## src/rtl/skip_mult_counter.sv

```systemverilog
// Up-counter that emits 0 and then every positive integer that is not a multiple of a runtime modulus.
// The residue is tracked incrementally, so no divider is needed; a programmable limit and overflow both return the count to 0.
module skip_mult_counter #(
    parameter int BW      = 8,
    parameter int MW      = 4,
    parameter int DEF_MOD = 3
) (
    input  logic          clk,
    input  logic          rst,
    input  logic          en,
    input  logic          clr,
    input  logic [MW-1:0] mod_i,
    input  logic [BW-1:0] lim_i,
    output logic [BW-1:0] countout,
    output logic          skip,
    output logic          wrap
);

    localparam logic [MW-1:0] DEF_MOD_Q = MW'(DEF_MOD);

    logic [MW-1:0] r;
    logic [MW-1:0] mod_q;
    logic [MW-1:0] r_nxt;
    logic [MW-1:0] mod_nxt;
    logic [BW-1:0] cnt_nxt;
    logic          skip_nxt;
    logic          wrap_nxt;
    logic          skip_mode;
    logic          step2;
    logic [BW:0]   sum;

    always_comb begin
        // NOTE: every signal driven here gets a default first, so no path can leave one unassigned and infer a latch.
        cnt_nxt   = countout;
        r_nxt     = r;
        mod_nxt   = mod_q;
        skip_nxt  = 1'b0;
        wrap_nxt  = 1'b0;
        skip_mode = (mod_q >= MW'(2));
        // The residue equals mod_q-1 exactly when countout+1 would be a multiple of mod_q.
        step2     = skip_mode && (r == mod_q - MW'(1));
        sum       = {1'b0, countout} + (step2 ? (BW+1)'(2) : (BW+1)'(1));

        if (clr) begin
            cnt_nxt = '0;
            r_nxt   = '0;
            mod_nxt = mod_i;
        end else if (en) begin
            if ((sum > {1'b0, lim_i}) || sum[BW]) begin
                cnt_nxt  = '0;
                r_nxt    = '0;
                mod_nxt  = mod_i;
                wrap_nxt = 1'b1;
            end else begin
                cnt_nxt  = sum[BW-1:0];
                skip_nxt = step2;
                if (!skip_mode)
                    r_nxt = '0;
                else if (step2)
                    r_nxt = MW'(1);
                else
                    r_nxt = r + MW'(1);
            end
        end
    end

    always_ff @(posedge clk or posedge rst) begin
        if (rst) begin
            countout <= '0;
            r        <= '0;
            mod_q    <= DEF_MOD_Q;
            skip     <= 1'b0;
            wrap     <= 1'b0;
        end else begin
            // NOTE: state registers use non-blocking assignments so every flop samples pre-edge values.
            countout <= cnt_nxt;
            r        <= r_nxt;
            mod_q    <= mod_nxt;
            skip     <= skip_nxt;
            wrap     <= wrap_nxt;
        end
    end

endmodule

```

## config.mk

```make
export PLATFORM = sky130hd
export DESIGN_NAME = skip_mult_counter
export DESIGN_NICKNAME = d
export VERILOG_FILES = /design/src/rtl/skip_mult_counter.sv
export SDC_FILE = /design/constraint.sdc
export NUM_CORES = 1
export LEC_CHECK = 0
export ABC_AREA = 1
export CAP_MARGIN = 25
export CORE_MARGIN = 10
export CORE_UTILIZATION = 59
export CTS_BUF_LIST = sky130_fd_sc_hd__clkbuf_2
export DETAILED_ROUTE_END_ITERATION = 6
export DONT_BUFFER_PORTS = 1
export PLACE_DENSITY = 0.84
export REMOVE_ABC_BUFFERS = 1
export SLEW_MARGIN = 20
export SYNTH_ARGS = -nofsm -noshare
export SYNTH_HDL_FRONTEND = slang
export SYNTH_SLANG_ARGS = --single-unit
export TNS_END_PERCENT = 50
```

## constraint.sdc

```tcl
create_clock -name clk -period 3.5 [get_ports clk]
set_input_delay 0.7 -clock clk [delete_from_list [all_inputs] [get_ports clk]]
set_output_delay 0.7 -clock clk [all_outputs]
set_load 0.03 [all_outputs]
```

==> summary.txt <==
STA
  • Worst Tran Pin Value: ~950 ps
  • Maximum clock frequency: 251.2 MHz
  • Final period demand of the worst path: ~4000 ps
  • Final worst-path cycle share: 1.137
  • Clock Skew: approximately 1.5 ps
  • Setup repair after global routing missed its margin: true
  • Slew headroom: 0.3668
  • Final Setup Violations: 18
  • Count of final hold-check violations: 0
  • Final Slew Violations: 0
  • Final worst slack: -480.3 ps

Synthesis
  • Post-Syn Area per Cell: 7.579 um^2
  • Number of synthesized register bits: 18
  • Post-synth ARST share: 1.000
  • Yosys warnings: 0
  • Gate count after technology mapping: between 150 and 200
  • Area fraction of the dominant cell type after synthesis: 0.3019
  • Number of unique standard cell types used by synthesis: 24
  • Portion of the post-synthesis area used by sequential elements: 0.3415
  • Main flop type after synthesis: sky130_fd_sc_hd__dfrtp_1
  • EDFF count, synth: 0
  • Synth area leader: sky130_fd_sc_hd__dfrtp_1
  • Post-synth design cell area: 1326 um^2
  • Cells taking the most area after synthesis: sky130_fd_sc_hd__dfrtp_1, sky130_fd_sc_hd__nand2_1, sky130_fd_sc_hd__ha_1

Clocking
  • Clock net sink count: 18
  • CTS tree: built
  • Clock edge transition at the registers on the reported setup and hold paths: around 180 ps
  • Clock root buffer: sky130_fd_sc_hd__clkbuf_2
  • Clock insertion delay at the later pin of the skew report: 330 ps
  • Maximum buffer depth of the clock tree: 2
  • Clock buffer count from CTS: 3
  • Deepest level of the CTS H-tree: 1

Worst setup path
  • Biggest fanout along the worst timing path: 7
  • Critical Path Source Type: flop
  • Most common cell type on the critical path: sky130_fd_sc_hd__nand2_1
  • Count of buffering cells on the critical path with inverters included: 4
  • Worst EP arrival: about 4300 ps
  • Cell with the biggest individual delay on the critical path: sky130_fd_sc_hd__dfstp_2
  • CP Launch Point: mod_q[0]$_DFFE_PP1P_
  • Family of cells with the greatest summed delay on the critical path: simple AND/OR/NAND/NOR gates
  • Worst R2R End: countout[5]$_DFFE_PP0P_
  • Worst reg2reg path depth: 26
  • Crit path required time: roughly 3800 ps
  • CP max stage delay: just under 600 ps
  • Category of the critical setup timing path: reg -> reg
  • Worst setup endpoint: countout[5]$_DFFE_PP0P_
  • Crit path capture type: flop
  • Crit Reg-Reg Startpoint: mod_q[0]$_DFFE_PP1P_
  • Worst-case register-to-register setup slack: -480 ps
  • Stages on worst setup path: 26

Route
  • Routed wire length: around 4700 um
  • Average via count per standard cell: between 5 and 6
  • Initial DRT Pass Iterations: 4
  • Wire length per cell after detailed routing: 19.75 um
  • Drt initial violations: approximately 130
  • Total via count in the routed design: around 1.4k
  • Count of nets left with antenna violations after detail routing: 0
  • # DRC: 0

Job
  • Number of maximum-capacitance constraint violations: 0

Cells and area
  • Area overhead of the layout relative to synthesis: 36.60%
  • Fillers: ~110
  • Post-layout instance area: around 1800 um^2
  • Most frequent cells in the layout: sky130_fd_sc_hd__nand2_1, sky130_fd_sc_hd__buf_4, sky130_fd_sc_hd__inv_1
  • Final cell count without fillers: about 240
  • Final-stage net count: ~240
  • Leading cell type in the layout, fill and taps excluded: sky130_fd_sc_hd__nand2_1
  • Proportion of layout cells with a drive suffix above 1: 0.3697
  • Diode count: 0

Pwr
  • Peak VDD IR: 0.0003047 V
  • Internal power contribution: between 300 and 400 uW
  • NetSw: ~220 uW
  • Portion of total power attributed to sequential cells: 0.458
  • Switching share of power: 0.3919
  • Power per standard cell area: approximately 300 nW/um^2
  • Relative contribution of the clock network to total power: 0.178
  • Comb pwr share: 0.364
  • P_leak: between 0.001 and 0.0015 uW

Die
  • Core area: around 2200 um^2
  • Number of standard-cell rows in the floorplan: 17
  • Effective utilization at floorplan: 0.6113
  • Area enclosed by the die boundary: around 4500 um^2
  • Die span in x: just under 70 um
  • Die H: 67.41 um
  • Boundary Pins: 26

Placement
  • DP Area: around 1400 um^2
  • Worst slack at placement: -206.8 ps
  • Estimated wirelength of the detail-placed design: ~2300 um
  • Number of instances in the placed design: ~210
  • Weighted congestion reported at the end of routability-driven placement: between 0.8 and 0.9
  • Port Buf Inserts: 0

GRT
  • First-pass GRT wire length: around 6200 um
  • Initial antenna violation count: 0
  • Remaining Overflow, GRT: 0
  • Via count of the first global-routing pass: roughly 1.4k
  • Overall Global Routing Usage: 0.1794
  • Largest net degree at the start of global routing: 19

Outcome
  • Violated checks: setup timing
  • Outcome: finished with violations

Hold path
  • Type of the tightest min-delay check: in -> async
metal layers:
| layer | wire [um] | share of wire | GRT usage | vias to the layer above |
|---|---|---|---|---|
| met2 | 2394 | 0.51 | 0.3318 | 78 |
| met3 | 397 | 0.084 | 0.05289 | 29 |
| met1 | 1667 | 0.35 | 0.1781 | 674 |
| met5 | 0 | 0 | 0 | - |
| li1 | - | - | - | 605 |
| met4 | 262 | 0.055 | 0.08974 | 0 |
sequential cells by signal, summed over array words and instances (netlist names):
name / flops
countout: 8
skip: 1
mod_q: 4
r: 4
wrap: 1
worst min path at each step:
| stage | endpoint | cells past startpoint | slack, ps | from |
|---|---|---|---|---|
| floorplan | mod_q[0]$_DFFE_PP1P_ | 2 | 460 | mod_q[0]$_DFFE_PP1P_ |
| global placement | mod_q[3]$_DFFE_PP0P_ | 2 | 510 | mod_q[3]$_DFFE_PP0P_ |
| detailed placement | mod_q[3]$_DFFE_PP0P_ | 2 | 540 | mod_q[3]$_DFFE_PP0P_ |
| CTS | countout[6]$_DFFE_PP0P_ | 1 | 360 | rst |
| global route | countout[4]$_DFFE_PP0P_ | 1 | 360 | rst |
| finish | countout[6]$_DFFE_PP0P_ | 1 | 330 | rst |
stage by stage:
stage | hold slack [ps] | total power, uW | TNS, ps | utilization
after floorplan | 456.8 | 345.3 | -143.3 | -
after global placement | 509.1 | 377.1 | -1457 | 0.6569
after detailed placement | 543.0 | 384.5 | -3045 | 0.6569
after CTS | 362.3 | 501.9 | -243.0 | 0.7722
after global routing | 356.4 | 577.5 | -9202 | 0.8351
final | 332.0 | 549.0 | -6817 | 0.8351
power groups by stage:
stage	Clock, uW	Combinational [uW]	Sequential [uW]
6_report	97.8	200	251
5_1_grt	107	217	254
4_1_cts	97.6	154	250
3_5_place_dp	0	133	251
3_3_place_gp	0	126	251
2_1_floorplan	0	96.4	249
cells in the mapped netlist, drive strengths merged (2+ instances only):
cell and count:
xor2 7, nand3 13, ha 13, a21oi 3, nand2 67, dfstp 2
xnor2 3, nand3b 3, inv 29, dfrtp 16, nor2 12
what timing repair did:
item,4_1_cts,5_1_grt
gates resized for setup,21,19
pin swaps,17,10
setup buffers,17,7
hold buffers,0,0
endpoints found under the setup margin,18,18
layout make-up:
class,count,area (um^2),area share
clock inverters,1,3.754,0.002072
multi-input cells,127,913.4,0.5041
repair buffers,33,275.3,0.1519
clock buffers,3,15.01,0.008287
well taps,28,35.03,0.01934
flip-flops and latches,18,452.9,0.2500
inverters,29,116.4,0.06423
cell families after synthesis:
group,Yosys count,share of synthesized area
flip-flops,18,0.3415
AO/OA/AOI/OAI,5,0.02170
buffers and inverters,30,0.08491
XOR/XNOR,10,0.06604
AND/OR/NAND/NOR,98,0.3481
adder cells (fa/ha/maj),14,0.1377
(Power assumes the default switching activity.)
